<file path="src/rtl/dmem_arbiter_if.sv">
// Bus bundle between the two requesters, the arbiter and DataMemory.
// With DMEM_ARB_STATS_EN defined the bundle also carries the access/conflict counters.
interface dmem_arbiter_if #(
    parameter int unsigned ADDR_W = 7,
    parameter int unsigned DATA_W = 32
);
    // Requester 0 (CPU load/store path)
    logic              req0;
    logic              we0;
    logic [ADDR_W-1:0] addr0;
    logic [DATA_W-1:0] wdata0;
    logic              gnt0;
    logic [DATA_W-1:0] rdata0;
    logic              valid0;

    // Requester 1 (debug/loader port)
    logic              req1;
    logic              we1;
    logic [ADDR_W-1:0] addr1;
    logic [DATA_W-1:0] wdata1;
    logic              gnt1;
    logic [DATA_W-1:0] rdata1;
    logic              valid1;

    // DataMemory side
    logic [ADDR_W-1:0] mem_address;
    logic              mem_we;
    logic [DATA_W-1:0] mem_wdata;
    logic [DATA_W-1:0] mem_rdata;

`ifdef DMEM_ARB_STATS_EN
    logic [15:0]       acc_cnt0;
    logic [15:0]       acc_cnt1;
    logic [15:0]       conflict_cnt;
`endif

    // Arbiter view
    modport slave (
        input  req0, we0, addr0, wdata0,
        input  req1, we1, addr1, wdata1,
        input  mem_rdata,
        output gnt0, rdata0, valid0,
        output gnt1, rdata1, valid1,
`ifdef DMEM_ARB_STATS_EN
        output acc_cnt0, acc_cnt1, conflict_cnt,
`endif
        output mem_address, mem_we, mem_wdata
    );

    // Requester view (both ports driven from one agent)
    modport master (
        output req0, we0, addr0, wdata0,
        output req1, we1, addr1, wdata1,
`ifdef DMEM_ARB_STATS_EN
        input  acc_cnt0, acc_cnt1, conflict_cnt,
`endif
        input  gnt0, rdata0, valid0,
        input  gnt1, rdata1, valid1
    );
endinterface

</file>
<file path="src/rtl/dmem_arbiter.sv">
// Round-robin two-port arbiter in front of the single-port DataMemory.
// Grants are registered; the memory mux follows the granted port combinationally.
// Optional: DMEM_ARB_STATS_EN adds saturating per-port access and conflict counters.
module dmem_arbiter #(
    parameter int unsigned ADDR_W   = 7,
    parameter int unsigned DATA_W   = 32,
    parameter int unsigned MAX_HOLD = 4
) (
    input  logic           clock,
    input  logic           reset_n,
    dmem_arbiter_if.slave  bus
);
    localparam int unsigned HW = $clog2(MAX_HOLD + 1);

    typedef enum logic [1:0] {StIdle, StGnt0, StGnt1} state_e;

    state_e            state_q, state_d;
    logic [HW-1:0]     hold_q, hold_d, hold_inc;
    logic              rr_q, rr_d;   // 1: port 1 preferred on a tie
    logic              acc0, acc1;
    logic [DATA_W-1:0] rdata0_q, rdata1_q;
    logic              valid0_q, valid1_q;

    assign acc0     = bus.req0 & (state_q == StGnt0);
    assign acc1     = bus.req1 & (state_q == StGnt1);
    assign hold_inc = hold_q + HW'(1);

    assign bus.gnt0   = (state_q == StGnt0);
    assign bus.gnt1   = (state_q == StGnt1);
    assign bus.rdata0 = rdata0_q;
    assign bus.rdata1 = rdata1_q;
    assign bus.valid0 = valid0_q;
    assign bus.valid1 = valid1_q;

    // Memory mux: only the granted port reaches DataMemory
    always_comb begin
        bus.mem_address = '0;
        bus.mem_wdata   = '0;
        bus.mem_we      = 1'b0;
        if (state_q == StGnt0) begin
            bus.mem_address = bus.addr0;
            bus.mem_wdata   = bus.wdata0;
            bus.mem_we      = bus.we0 & bus.req0;
        end else if (state_q == StGnt1) begin
            bus.mem_address = bus.addr1;
            bus.mem_wdata   = bus.wdata1;
            bus.mem_we      = bus.we1 & bus.req1;
        end
    end

    // Next grant, hold counter and round-robin pointer
    always_comb begin
        state_d = state_q;
        hold_d  = hold_q;
        rr_d    = rr_q;
        case (state_q)
            StIdle: begin
                if (bus.req0 && bus.req1) state_d = rr_q ? StGnt1 : StGnt0;
                else if (bus.req0)        state_d = StGnt0;
                else if (bus.req1)        state_d = StGnt1;
            end
            StGnt0: begin
                if (!bus.req0) begin
                    state_d = bus.req1 ? StGnt1 : StIdle;
                end else if (hold_inc == HW'(MAX_HOLD)) begin
                    if (bus.req1) state_d = StGnt1;
                    else          hold_d  = '0;
                end else begin
                    hold_d = hold_inc;
                end
            end
            StGnt1: begin
                if (!bus.req1) begin
                    state_d = bus.req0 ? StGnt0 : StIdle;
                end else if (hold_inc == HW'(MAX_HOLD)) begin
                    if (bus.req0) state_d = StGnt0;
                    else          hold_d  = '0;
                end else begin
                    hold_d = hold_inc;
                end
            end
            default: state_d = StIdle;
        endcase
        // Any grant change restarts the hold count and favours the port not just served
        if (state_d != state_q) begin
            hold_d = '0;
            if (state_d == StGnt0)      rr_d = 1'b1;
            else if (state_d == StGnt1) rr_d = 1'b0;
            else                        rr_d = (state_q == StGnt0);
        end
    end

    // Arbitration state registers
    always_ff @(posedge clock or negedge reset_n) begin
        if (!reset_n) begin
            state_q <= StIdle;
            hold_q  <= '0;
            rr_q    <= 1'b0;
        end else begin
            state_q <= state_d;
            hold_q  <= hold_d;
            rr_q    <= rr_d;
        end
    end

    // Capture read data one cycle after an accepted read
    always_ff @(posedge clock or negedge reset_n) begin
        if (!reset_n) begin
            rdata0_q <= '0;
            rdata1_q <= '0;
            valid0_q <= 1'b0;
            valid1_q <= 1'b0;
        end else begin
            valid0_q <= acc0 & ~bus.we0;
            valid1_q <= acc1 & ~bus.we1;
            if (acc0 && !bus.we0) rdata0_q <= bus.mem_rdata;
            if (acc1 && !bus.we1) rdata1_q <= bus.mem_rdata;
        end
    end

`ifdef DMEM_ARB_STATS_EN
    logic [15:0] acc_cnt0_q, acc_cnt1_q, conflict_cnt_q;

    assign bus.acc_cnt0     = acc_cnt0_q;
    assign bus.acc_cnt1     = acc_cnt1_q;
    assign bus.conflict_cnt = conflict_cnt_q;

    // Saturating usage counters
    always_ff @(posedge clock or negedge reset_n) begin
        if (!reset_n) begin
            acc_cnt0_q     <= '0;
            acc_cnt1_q     <= '0;
            conflict_cnt_q <= '0;
        end else begin
            if (acc0 && acc_cnt0_q != 16'hFFFF) acc_cnt0_q <= acc_cnt0_q + 16'd1;
            if (acc1 && acc_cnt1_q != 16'hFFFF) acc_cnt1_q <= acc_cnt1_q + 16'd1;
            if (bus.req0 && bus.req1 && conflict_cnt_q != 16'hFFFF) begin
                conflict_cnt_q <= conflict_cnt_q + 16'd1;
            end
        end
    end
`endif
endmodule

</file>
<file path="src/flat_wrapper.sv">
// flat-port wrapper written by rule: the top's interface ports become plain ports
module dmem_arbiter_flat 
#(
    parameter int unsigned ADDR_W   = 7,
    parameter int unsigned DATA_W   = 32,
    parameter int unsigned MAX_HOLD = 4
)
  (clock, reset_n, bus_req0, bus_we0, bus_addr0, bus_wdata0, bus_req1, bus_we1, bus_addr1, bus_wdata1, bus_mem_rdata, bus_gnt0, bus_rdata0, bus_valid0, bus_gnt1, bus_rdata1, bus_valid1, bus_mem_address, bus_mem_we, bus_mem_wdata);
  dmem_arbiter_if #(.ADDR_W(ADDR_W), .DATA_W(DATA_W)) bus_i ();
  input  logic clock;
  input  logic reset_n;
  input wire logic [$bits(bus_i.req0)-1:0] bus_req0;
  input wire logic [$bits(bus_i.we0)-1:0] bus_we0;
  input wire logic [$bits(bus_i.addr0)-1:0] bus_addr0;
  input wire logic [$bits(bus_i.wdata0)-1:0] bus_wdata0;
  input wire logic [$bits(bus_i.req1)-1:0] bus_req1;
  input wire logic [$bits(bus_i.we1)-1:0] bus_we1;
  input wire logic [$bits(bus_i.addr1)-1:0] bus_addr1;
  input wire logic [$bits(bus_i.wdata1)-1:0] bus_wdata1;
  input wire logic [$bits(bus_i.mem_rdata)-1:0] bus_mem_rdata;
  output wire logic [$bits(bus_i.gnt0)-1:0] bus_gnt0;
  output wire logic [$bits(bus_i.rdata0)-1:0] bus_rdata0;
  output wire logic [$bits(bus_i.valid0)-1:0] bus_valid0;
  output wire logic [$bits(bus_i.gnt1)-1:0] bus_gnt1;
  output wire logic [$bits(bus_i.rdata1)-1:0] bus_rdata1;
  output wire logic [$bits(bus_i.valid1)-1:0] bus_valid1;
  output wire logic [$bits(bus_i.mem_address)-1:0] bus_mem_address;
  output wire logic [$bits(bus_i.mem_we)-1:0] bus_mem_we;
  output wire logic [$bits(bus_i.mem_wdata)-1:0] bus_mem_wdata;
  assign bus_i.req0 = bus_req0;
  assign bus_i.we0 = bus_we0;
  assign bus_i.addr0 = bus_addr0;
  assign bus_i.wdata0 = bus_wdata0;
  assign bus_i.req1 = bus_req1;
  assign bus_i.we1 = bus_we1;
  assign bus_i.addr1 = bus_addr1;
  assign bus_i.wdata1 = bus_wdata1;
  assign bus_i.mem_rdata = bus_mem_rdata;
  assign bus_gnt0 = bus_i.gnt0;
  assign bus_rdata0 = bus_i.rdata0;
  assign bus_valid0 = bus_i.valid0;
  assign bus_gnt1 = bus_i.gnt1;
  assign bus_rdata1 = bus_i.rdata1;
  assign bus_valid1 = bus_i.valid1;
  assign bus_mem_address = bus_i.mem_address;
  assign bus_mem_we = bus_i.mem_we;
  assign bus_mem_wdata = bus_i.mem_wdata;
  dmem_arbiter #(.ADDR_W(ADDR_W), .DATA_W(DATA_W), .MAX_HOLD(MAX_HOLD)) u_core (.clock(clock), .reset_n(reset_n), .bus(bus_i));
endmodule
</file>
<file path="config.mk">
export PLATFORM = sky130hd
export DESIGN_NAME = dmem_arbiter_flat
export DESIGN_NICKNAME = d
export VERILOG_FILES = /design/src/rtl/dmem_arbiter_if.sv /design/src/rtl/dmem_arbiter.sv /design/src/flat_wrapper.sv
export SDC_FILE = /design/constraint.sdc
export NUM_CORES = 1
export LEC_CHECK = 0
export ABC_AREA = 0
export CAP_MARGIN = 20
export CORE_ASPECT_RATIO = 1.25
export CORE_MARGIN = 2
export CORE_UTILIZATION = 32
export DETAILED_ROUTE_END_ITERATION = 12
export PLACE_DENSITY = 0.83
export SYNTH_ARGS = -nofsm -noshare
export SYNTH_HDL_FRONTEND = slang
export SYNTH_SLANG_ARGS = --single-unit
</file>
<file path="constraint.sdc">
create_clock -name clock -period 1.82 [get_ports clock]
set_input_delay 0.273 -clock clock [delete_from_list [all_inputs] [get_ports clock]]
set_output_delay 0.273 -clock clock [all_outputs]
set_load 0.1 [all_outputs]
</file>
==> run summary <==
The most used flip-flop cell after synthesis is dfrtp_1. The cell area after synthesis came out at 3312 µm². The global router's overall resource usage came out at 0.2453. The detailed-placement wirelength estimate is 10,300 µm. The flow ran to the end, but the final reports show violations. After synthesis, the share of cell area in mux cells is 0.2176. For this run the aggregate overflow at the end of global routing stands at 0. Clock tree synthesis selected as its root buffer the cell clkbuf_16. Setup repair after global routing could not meet its margin everywhere.

The fmax came out at 521.9 MHz. STA classifies the critical path startpoint as a register. The fraction of the cycle the final worst path needs is 1.053. The share of async-settable or async-resettable flops after synthesis is 1.000. The headroom to the max-slew limit came out at 0.5566. The TritonCTS sink count came out at 72. The share of the synthesized area in the top cell type is 0.5440. The depth of the CTS H-tree is 3. Entering global routing, the biggest net connects 34 pins. The xor/xnor share of the synthesized area came out at 0.004911.

The transition time at the pin with the least slew margin is 0.6651 ns. The placement row count came out at 41. Counting instances in the post-synthesis netlist gives the leading cell types as 72 x dfrtp_1, 64 x mux2_2, 39 x a22o_1, 10 x clkbuf_1, 9 x buf_2. For the final database, setup skew stands at 0.008662 ns. The area share of and/or/nand/nor cells after synthesis came out at 0.04685. The initial antenna violation count was 1. In the final routed layout, each cell accounts on average for 21.34 µm.

The number of detailed-routing iterations run before antenna repair came out at 4. The required time of the critical path came out at 1.55 ns. The standard cell core area is 10,110 µm².

In this run the vertical extent of the chip is 117.7 µm. The number of hold-slack violations in the final timing report is 0. The master of the slowest instance on the critical path is dfrtp_1. The ratio of total power to cell area came out at 1853 nW/µm². The number of global-route vias before repair came out at 3,593. The number of slew-limit violations in the final report came out at 0. Dividing the detail-routed via count by the number of cells gives 5.205. The most frequent cell after synthesis is dfrtp_1.

At the placement stage, the worst setup path has a slack of -0.04275 ns. A synthesized cell averages 13.25 µm². The delay of the slowest cell on the worst path is 0.39 ns. The minimum clock period is 1.916 ns. The starting density of the core is 0.3277.

The layout overhead on the synthesized area is 111.1%. The multi-input logic area came out at 1765 µm². The fraction of layout instances using a drive strength above 1 came out at 0.5485. The number of DRC violations after detailed-routing iteration 0 is 142. The number of port buffers came out at 223. Synthesis produced a netlist with a net count of 368. The placer's final routability congestion estimate came out at 0.9831. The family with the most delay on the worst path is buffers and inverters. Traced cell by cell, the critical path runs through buf_6, nor2b_4, buf_12, buf_6, nand3_4, o21ai_4, buf_12.

The global-route wire length before repair is 20,410 µm. The floorplan die width came out at 95.00 µm. For this run, the share of the core covered by cells in the final layout is 0.6918. The number of setup violations in the final report is 40. The worst hold margin came out at 0.5054 ns. In the final layout, flip-flops and latches occupy 1803 µm². The least setup slack across all paths after layout came out at -0.09608 ns. By startpoint and endpoint, the worst setup path is classified as reg -> out. The path class of the tightest hold or removal check is in -> async.

The final-stage net count is 618. The total via count after detailed routing is 3,305. The clock-pin slew of the registers on the worst-case setup and hold paths is 0.06 ns. The netlist uses 34 different library cells. For the worst setup path, the data arrival time is 1.64 ns. TritonCTS built the clock tree. Of the total synthesized cell area, the portion taken by full adders, half adders and majority gates is 0.007556.

The share of the synthesized area in compound gates (AO/OA/AOI/OAI) is 0.1485. The final wirelength came out at 13,550 µm. The die covers 11,180 µm². Yosys mapped a number of flops with a built-in enable equal to 0. The final reports fail on setup timing. The remaining design rule violation count is 0. The total power draw came out at 12.96 mW.

The number of nets with antenna violations after detailed routing is 0. The number of fill cells in the layout is 676. The sum of buffers and inverters on the critical path came out at 4. The peak fanout along the critical path is 4. Sorting the synthesized cells by area gives the leading types as dfrtp_1 54%, mux2_2 22%, a22o_1 10%. The worst-case IR drop observed on VDD is 1.711 mV.

Across the run, the number of max-cap violations was 0. The sequential element share of the synthesized area is 0.5440. The analysis attributes to cell leakage a power of 3.092 nW. Counting every instance in the synthesized netlist gives 250. The I/O pin count came out at 224. The summed negative setup slack over all endpoints is -3.032 ns.

The synthesis-stage register bit count came out at 72. Summed over all instances, the cell type with the most area after synthesis is dfrtp_1. The worst setup path is captured at an output pin.

The maximum clock insertion buffer count came out at 2. The largest family of logic cells by synthesized area is multiplexers. The number of CTS-inserted buffers is 9. The number of warnings reported in the yosys synthesis log came out at 0. Clock latency on the worst-skew pair, taken at its later pin, is 0.33 ns.
-- placed cells by master (no fill, tap or decap), types with 4 or more instances in the layout --
| cell type | Yosys | routed |
|---|---|---|
| clkbuf_16 | 0 | 10 |
| buf_12 | 0 | 50 |
| buf_4 | 0 | 85 |
| nor3_1 | 4 | 4 |
| buf_6 | 0 | 4 |
| dfrtp_1 | 72 | 71 |
| inv_1 | 4 | 4 |
| mux2_2 | 64 | 64 |
| clkdlybuf4s50_1 | 0 | 114 |
| a22o_2 | 0 | 6 |
| nand3b_1 | 4 | 4 |
| a22o_4 | 0 | 33 |
| a21oi_1 | 4 | 4 |
-- area by class of cell --
class,instances,area share
timing repair buffer,259,0.4216
antenna,1,0.0003579
sequential,72,0.2579
tap,129,0.02309
clock buffer,10,0.03275
multi-input combinational,154,0.2525
clock inverter,6,0.009664
inverter,4,0.002147
-- metal layers --
metal	global-route usage	routed length, µm	up-vias
met3	0.09411	1521	18
met5	0	0	-
met2	0.4264	6896	214
met1	0.2715	4910	1625
li1	-	-	1448
met4	0.07699	221	0
-- cell families after synthesis --
family,count (synthesis)
compound gates,61
xor+xnor,1
fa+ha+maj,2
buf+inv,24
flops,72
mux,64
simple gates,26
-- timing repair --
item	4_1_cts	5_1_grt
resized for setup	31	6
pin swaps	0	1
setup buffers	8	1
hold endpoints to repair	27	0
setup endpoints to repair	41	44
gates cloned	3	1
hold buffers	1	0
-- report_power, final --
part / total [mW] / switching (mW) / internal (mW) / leakage (nW)
logic: 8.67 / 6.34 / 2.34 / 2.08
clock network: 1.75 / 0.683 / 1.07 / 0.139
registers: 2.53 / 0.342 / 2.19 / 0.873
total: 13.0 / 7.36 / 5.59 / 3.09
-- registers in the layout (all words and copies together), names as in the netlist --
| register | flops |
|---|---|
| u_core.bus.valid1 | 1 |
| u_core.hold_q | 3 |
| u_core.bus.valid0 | 1 |
| u_core.bus.rdata1 | 32 |
| u_core.state_q | 2 |
| u_core.bus.rdata0 | 32 |
| u_core.rr_q | 1 |
-- worst paths after layout --
| check | from | end | slack [ns] | cells after the start |
|---|---|---|---|---|
| hold / removal | reset_n | u_core.bus.rdata1[20] | 0.51 | 2 |
| setup / recovery | u_core.state_q[0] | bus_mem_we | -0.1 | 7 |
| min in group clock | u_core.bus.rdata0[0] | u_core.bus.rdata0[0] | 0.51 | 1 |
| max in group asynchronous | reset_n | u_core.state_q[1] | 0.61 | 3 |
| hold reg to reg | u_core.bus.rdata0[0] | u_core.bus.rdata0[0] | 0.51 | 1 |
| setup reg to reg | u_core.state_q[0] | u_core.bus.rdata0[6] | 0.04 | 7 |
-- per-stage QoR --
step	cell area, µm²	instances
after floorplan	3460	250
after global placement	6265	604
after detailed placement	6265	604
after CTS	6925	632
after global routing	6992	635
final	6992	635
(Power assumes the default switching activity.)
